$ cat src/rtl/regfile_scan_reader.sv
// regfile_scan_reader
// Read-side scanner for a 2^ADDR_W x DATA_W register file. It drives the read
// address, either sweeping on a dwell timer or stepping on a debounced key
// edge. It captures the returned data for the hex display path and keeps that
// data refreshed every cycle while a register is being shown.
module regfile_scan_reader #(
  parameter int DWELL  = 50000000,
  parameter int ADDR_W = 5,
  parameter int DATA_W = 32
) (
  input  logic              clk,
  input  logic              reset_n,
  input  logic              mode_auto,
  input  logic              step,
  input  logic              dir,
  output logic [ADDR_W-1:0] readaddr,
  input  logic [DATA_W-1:0] readdata,
  output logic [ADDR_W-1:0] disp_addr,
  output logic [DATA_W-1:0] disp_data,
  output logic              disp_valid,
  output logic              wrap
);

  localparam int                CNT_W      = $clog2(DWELL);
  localparam logic [CNT_W-1:0]  DWELL_LAST = CNT_W'(DWELL - 1);
  localparam logic [CNT_W-1:0]  CNT_ZERO   = {CNT_W{1'b0}};
  localparam logic [CNT_W-1:0]  CNT_ONE    = {{(CNT_W-1){1'b0}}, 1'b1};
  localparam logic [ADDR_W-1:0] ADDR_ZERO  = {ADDR_W{1'b0}};
  localparam logic [ADDR_W-1:0] ADDR_ONE   = {{(ADDR_W-1){1'b0}}, 1'b1};
  localparam logic [ADDR_W-1:0] ADDR_MAX   = {ADDR_W{1'b1}};
  localparam logic [DATA_W-1:0] DATA_ZERO  = {DATA_W{1'b0}};

  // SET_ADDR: address is on the read port, let the file settle one cycle.
  // SAMPLE  : capture address and data together, display becomes valid.
  // SHOW    : keep refreshing the data until the next advance.
  typedef enum logic [1:0] {
    ST_SET_ADDR = 2'b00,
    ST_SAMPLE   = 2'b01,
    ST_SHOW     = 2'b10
  } state_t;

  state_t              state_q,      state_d;
  logic [ADDR_W-1:0]   readaddr_q,   readaddr_d;
  logic [ADDR_W-1:0]   disp_addr_q,  disp_addr_d;
  logic [DATA_W-1:0]   disp_data_q,  disp_data_d;
  logic                disp_valid_q, disp_valid_d;
  logic                wrap_q,       wrap_d;
  logic [CNT_W-1:0]    dwell_q,      dwell_d;
  logic                s1_q,         s1_d;
  logic                s2_q,         s2_d;
  logic                s3_q,         s3_d;
  logic                mode_prev_q,  mode_prev_d;

  logic step_edge;
  logic mode_chg;
  logic dwell_done;
  logic advance;

  // Key synchronizer chain and mode history for change detection.
  always_comb begin
    s1_d        = step;
    s2_d        = s1_q;
    s3_d        = s2_q;
    mode_prev_d = mode_auto;
  end

  // Scan sequencing: next state, address stepping, display capture, dwell timing.
  always_comb begin
    state_d      = state_q;
    readaddr_d   = readaddr_q;
    disp_addr_d  = disp_addr_q;
    disp_data_d  = disp_data_q;
    disp_valid_d = disp_valid_q;
    wrap_d       = 1'b0;
    dwell_d      = dwell_q;

    step_edge  = s2_q & ~s3_q;
    mode_chg   = mode_auto ^ mode_prev_q;
    dwell_done = mode_auto & (dwell_q == DWELL_LAST);
    // A key edge and a dwell expiry in the same cycle still give one advance.
    advance    = step_edge | dwell_done;

    case (state_q)
      ST_SET_ADDR: begin
        // Key edges landing here are intentionally dropped.
        disp_valid_d = 1'b0;
        dwell_d      = CNT_ZERO;
        state_d      = ST_SAMPLE;
      end
      ST_SAMPLE: begin
        disp_data_d  = readdata;
        disp_addr_d  = readaddr_q;
        disp_valid_d = 1'b1;
        dwell_d      = CNT_ZERO;
        state_d      = ST_SHOW;
      end
      ST_SHOW: begin
        // Live refresh so writes to the shown register appear next cycle.
        disp_data_d = readdata;
        if (advance) begin
          if (dir) begin
            readaddr_d = readaddr_q + ADDR_ONE;
            wrap_d     = (readaddr_q == ADDR_MAX);
          end else begin
            readaddr_d = readaddr_q - ADDR_ONE;
            wrap_d     = (readaddr_q == ADDR_ZERO);
          end
          disp_valid_d = 1'b0;
          dwell_d      = CNT_ZERO;
          state_d      = ST_SET_ADDR;
        end else if (mode_chg) begin
          dwell_d = CNT_ZERO;
        end else if (mode_auto) begin
          dwell_d = dwell_q + CNT_ONE;
        end else begin
          dwell_d = CNT_ZERO;
        end
      end
      default: begin
        disp_valid_d = 1'b0;
        dwell_d      = CNT_ZERO;
        state_d      = ST_SET_ADDR;
      end
    endcase
  end

  // State and datapath registers, cleared asynchronously by reset_n.
  always_ff @(posedge clk or negedge reset_n) begin
    if (!reset_n) begin
      state_q      <= ST_SET_ADDR;
      readaddr_q   <= ADDR_ZERO;
      disp_addr_q  <= ADDR_ZERO;
      disp_data_q  <= DATA_ZERO;
      disp_valid_q <= 1'b0;
      wrap_q       <= 1'b0;
      dwell_q      <= CNT_ZERO;
      s1_q         <= 1'b0;
      s2_q         <= 1'b0;
      s3_q         <= 1'b0;
      mode_prev_q  <= 1'b0;
    end else begin
      state_q      <= state_d;
      readaddr_q   <= readaddr_d;
      disp_addr_q  <= disp_addr_d;
      disp_data_q  <= disp_data_d;
      disp_valid_q <= disp_valid_d;
      wrap_q       <= wrap_d;
      dwell_q      <= dwell_d;
      s1_q         <= s1_d;
      s2_q         <= s2_d;
      s3_q         <= s3_d;
      mode_prev_q  <= mode_prev_d;
    end
  end

  assign readaddr   = readaddr_q;
  assign disp_addr  = disp_addr_q;
  assign disp_data  = disp_data_q;
  assign disp_valid = disp_valid_q;
  assign wrap       = wrap_q;

endmodule

$ cat config.mk
export PLATFORM = sky130hd
export DESIGN_NAME = regfile_scan_reader
export DESIGN_NICKNAME = d
export VERILOG_FILES = /design/src/rtl/regfile_scan_reader.sv
export SDC_FILE = /design/constraint.sdc
export NUM_CORES = 1
export LEC_CHECK = 0
export CAP_MARGIN = 10
export CORE_MARGIN = 4
export CORE_UTILIZATION = 49
export DETAILED_ROUTE_END_ITERATION = 12
export PLACE_DENSITY = 0.85
export REMOVE_ABC_BUFFERS = 1
export SLEW_MARGIN = 30
export SYNTH_ARGS = -nofsm -noshare
export SYNTH_HDL_FRONTEND = slang
export SYNTH_SLANG_ARGS = --single-unit
$ cat constraint.sdc
create_clock -name clk -period 2.5 [get_ports clk]
set_clock_uncertainty 0.2 [all_clocks]
set_input_delay 0.5 -clock clk [delete_from_list [all_inputs] [get_ports clk]]
set_output_delay 0.5 -clock clk [all_outputs]
set_load 0.02 [all_outputs]
# Word-level counts from Yosys, hierarchy flattened
# Cells that the tools add are included.
totals:
  regBits: 76
  in_bits: 37
  output_inout_bits: 44
  word_cells: 40
classes:
  add_sub_neg: 3
  eq_ne: 5
  n_mux: 12
  bitwise: 5
  reduce_logical: 4
op_table:
  columns: ["operator", "n"]
  rows:
  - ["$mux W26", 4]
  - ["$add A26 B1 Y26 const B", 1]
  - ["$eq A26 B26 Y1 const B", 1]
  - ["$pmux W2 S3", 1]
  - ["$add A5 B1 Y5 const B", 1]
  - ["$eq A5 B5 Y1 const B", 1]
  - ["$logic_not A5 Y1", 1]
  - ["$mux W5", 1]
  - ["$sub A5 B1 Y5 const B", 1]
  - ["$mux W1", 4]
  - ["$and A1 B1 Y1", 2]
  - ["$eq A2 B1 Y1 const B", 1]
  - ["$eq A2 B2 Y1 const B", 1]
  - ["$logic_not A2 Y1", 1]
  - ["$mux W2", 1]
  - ["$ne A2 B2 Y1 const B", 1]
  - ["$pmux W1 S2", 1]
  - ["$reduce_and A2 Y1", 1]
  - ["$reduce_or A2 Y1", 1]
  - ["$not A1 Y1", 1]
  - ["$or A1 B1 Y1", 1]
  - ["$xor A1 B1 Y1", 1]

# Longest topological paths before layout
logic_depth:
  word_depth: 5
  depth_mapped: 7
  depth_no_buf: 7

# Worst setup path before layout
# Ideal clock, no wire load.
synth_path:
  path_type: "register to register"
  from: "reg dwell_q[10]"
  to: "reg state_q[0]"
  setup_time_ps: 125
  arrival_time_ps: 1735
  required_time_ps: 2175
  path_slack_ps: 440
  path_stages_with_launch: 6
  path_buffers: 0
  period_less_slack_ps: 2060
  cell_sequence: "dfrtp_1 -> nor4_2 -> nand4_1 -> o41ai_2 -> or2_2 -> mux2_2"
synth_via:
  elab_chain_cells: 4
synth_rtl:
  columns: ["item", "line_no", "rtl"]
  rows:
  - ["start: declaration", "48", "logic [CNT_W-1:0] dwell_q, dwell_d;"]
  - ["start signal: assignment", "148", "dwell_q <= dwell_d;"]
  - ["$eq A26 B26 Y1", "79", "dwell_done = mode_auto & (dwell_q == DWELL_LAST);"]
  - ["$and A1 B1 Y1", "79", null]
  - ["$or A1 B1 Y1", "81", "advance = step_edge | dwell_done;"]
  - ["$ne A2 B2 Y1 (no source line)", null, null]
  - ["end signal: assignment", "142", "state_q <= state_d;"]
  - ["end: declaration", "42", "state_t state_q, state_d;"]
# No other way between the ends.
# A chain may end at the register's enable or synchronous reset.

# Worst setup path after layout
layout_path:
  from: "in mode_auto"
  to: "reg state_q[1]"
layout_via:
  elab_chain_cells: 3
layout_rtl:
  columns: ["item", "line_no", "rtl"]
  rows:
  - ["start: declaration", "13", "input logic mode_auto,"]
  - ["$and A1 B1 Y1", "79", null]
  - ["$or A1 B1 Y1", "81", null]
  - ["$ne A2 B2 Y1 (no source line)", null, null]
# No other way between the ends.

==> impl_metrics.yaml <==
run_status:
  status: "completed"
grt:
  pin_count_of_the_biggest_net_entering_global_routing: 76
  met2_track_demand_over_resource_in_global_routing_pct: 27.8
  antenna_found_initial: 0
  grt_pass1_wl_um: 11600
  first_global_vias: 2444
  gr-usage-met3_pct: 7.43
  globalRouteTotalUtil_pct: 17.9
  met1_track_demand_over_resource_in_global_routing_pct: 21.5
  grt_busiest_layer: "met2"
  globalRoute.totalOverflow: 0
sta:
  layout_setup_ws_ps: 270
  max_freq_mhz: 449
  timing.slew.headroom_pct: 64.9
  final_max_slew_viol_count: 0
  max_slew.worst_pin.slew_ps: 523
  hold_viol: 0
  share_of_the_clock_period_used_by_the_worst_path_pct: 89.2
  min_period_ps: 2230
  setup-violations-final: 0
  grt_setup_unrepaired: "false"
  totalNegativeSetupSlack_ps: 0
finish:
  design.final.nets: 405
  num_antenna_cells: 0
  mostFrequentLayoutCells: "clkdlybuf4s50_1, dfrtp_1, mux2_2, nor2_1, xor2_1"
  register_area_um2: 1880
  synthToLayoutAreaGrowth_pct: 35.9
  fillers: 463
  multiInputGateArea_um2: 1330
  mostFrequentLayoutCell: "clkdlybuf4s50_1"
  final_layout_size_suffix_gt1_share_pct: 21.2
power_and_ir_drop:
  worst_ir_drop_vdd_v: 0.000818
  p_sw_w: 0.00178
  power.share.sequential_pct: 35.7
  pwr_density_cell_nw_per_um2: 1160
  internal_power_w: 0.00339
  share_clk_of_total_power_pct: 18.1
  static-leakage-power_nw: 1.87
  power.switching_fraction_pct: 34.5
  combinationalPowerShare_pct: 46.2
placement:
  pre_cts_ws_ps: -85.3
  detailedPlacementHpwl_um: 4920
  total_of_buffers_placed_on_input_and_output_ports: 80
  place_congestion: 0.794
floorplanning:
  design.portCount: 81
  num_rows: 29
  floorplan_die_height_um: 89.9
  die_area_um2: 8070
  die_w_um: 89.9
  starting_utilization_of_the_core_area_pct: 51.1
  fp.coreArea_um2: 6420
route:
  residual_antenna_violating_net_count_after_detailed_routing: 0
  routed_via_density: 5.25
  drt_drc_violations_left: 0
  avg_wl_per_cell_um: 15.3
  drt_first_iter_violations: 67
  routed_wirelength_um: 6770
  detail_route.first_pass.iterations: 4
  via_count: 2315
yosys:
  synth_fa_ha_area_share_pct: 3.66
  yosys_register_bits: 75
  yosys_warnings: 0
  synth-compound-area-share_pct: 1.75
  synth.top_cell.area_share_pct: 57.2
  post_synth_instance_area_um2: 3280
  synth_top_area_cell: "dfrtp_1"
  synth_edf_count: 0
  synth.area.mux_share_pct: 14.4
  synth_top_flop_cell: "dfrtp_1"
  dominant_combinational_cell_family_by_area_after_synthesis: "multiplexers"
  synth_top_area_cells: "dfrtp_1, mux2_2, xor2_1, nor2_1, ha_1"
  synthArstFlopShare_pct: 100
  netlist_instances: 262
  synth_simple_gate_area_share_pct: 13.3
  synth_cell_types: 37
  xor_xnor_share_of_the_synthesized_area_pct: 7.47
  synth-seq-area-share_pct: 57.2
  syn_avg_cell_area_um2: 12.5
cts:
  cts.root.buffer_cell: "clkbuf_8"
  htreeDepth: 3
  worst_skew_pair.late_latency_ps: 340
  ctsResizeCount: 0
  cts.path.max_buffers: 2
  reg_clk_slew_reported_paths_ps: 80
  numClockSinks: 75
  num_cts_buffers: 9
  cts_post_setup_buffers_inserted: 0
  clock_tree_from_tritoncts: "yes"
critical_path:
  worst_ep_required_time_ps: 2530
  critical_path.endpoint_type: "register"
  critical_path_arrival_ps: 2260
  timing.setup.critical_path_class: "input port to register"
  timing.critical_path.from_type: "input port"
  timing.critical_path.from: "mode_auto"
  cp_max_fo: 4
  rr_worst_depth: 6
  launching_point_of_the_worst_reg2reg_path: "dwell_q[10]"
worst_hold_path:
  hold_start: "s1_q"
  timing.hold.worst_path_depth: 0
  min_path_type: "register to register"
job:
  max_cap_violations: 0
power by group through the flow:
stage	registers (W)	clock network, W	logic [W]
after floorplan	0.00227	0	0.000922
final	0.00184	0.000936	0.00239
after global routing	0.00190	0.00101	0.00255
after global placement	0.00184	0	0.00236
after CTS	0.00185	0.000963	0.00242
after detailed placement	0.00187	0	0.00241
path summary, 6_finish.rpt:
| path | end | slack [ps] |
|---|---|---|
| min | s2_q | 160 |
| min reg2reg | s2_q | 160 |
| max | state_q[1] | 270 |
| min in group asynchronous | disp_data[28] | 510 |
| max in group asynchronous | state_q[0] | 1270 |
| max reg2reg | state_q[1] | 370 |
metrics by stage:
stage                     utilization [%]  hold WS [ps]  cell area, um^2  std cells  total power [W]
after detailed placement             66.2           147             4250        424          0.00428
final                                69.5           165             4460        441          0.00517
after global routing                 69.5           179             4460        441          0.00546
after CTS                            69.5           173             4460        441          0.00523
after global placement               66.2           134             4250        424          0.00420
after floorplan                         -          4.41             3230        254          0.00319
worst max-delay path, cell delays in order:
cell and delay (ps):
clkdlybuf4s50_1 480, and4bb_2 220, nand4_1 100, o41ai_2 350, buf_4 170, or2_2 120
mux2_2 320
registers in the layout, indices dropped and copies added, names as in the netlist:
signal and cells:
s2_q 1, dwell_q 26, disp_addr 5, state_q 2
readaddr 5, disp_data 32, s3_q 1, wrap 1
mode_prev_q 1, s1_q 1
cells in the mapped netlist, types with 2 or more instances:
library cell  instances
a21o_1                2
a21oi_1               3
and3_1                2
and4_1                2
buf_1                 3
buf_6                 2
clkbuf_1              2
dfrtp_1              75
ha_1                  8
inv_1                 7
mux2_1                3
mux2_2               39
nand2_1               9
nand3_1              13
nand4_1              10
nor2_1               31
nor3_1                4
or2_2                 2
xnor2_1              11
xor2_1               17
final cells by class:
class	count	share of cell area, %
Tap cell	77	2.16
Multi-Input combinational cell	172	29.8
Clock buffer	10	3.08
Timing Repair Buffer	94	20.8
Sequential cell	75	42.1
Clock inverter	6	1.46
Inverter	7	0.589
kinds of logic after synthesis:
logic type | Yosys count
compound gates | 8
xor+xnor | 28
fa+ha+maj | 9
buf+inv | 15
flops | 75
mux | 42
simple gates | 85
metal layers:
layer,vias to the layer above,wire length [um]
met2,77,3090
met4,0,125
li1,1095,-
met3,11,660
met5,-,0
met1,1132,2890
timing repair:
item / 4_1_cts / 5_1_grt
endpoints found under the setup margin: 0 / 0
hold buffers: 1 / 0
endpoints found under the hold margin: 70 / 0
Note: power is estimated with default switching activity, not from simulation.
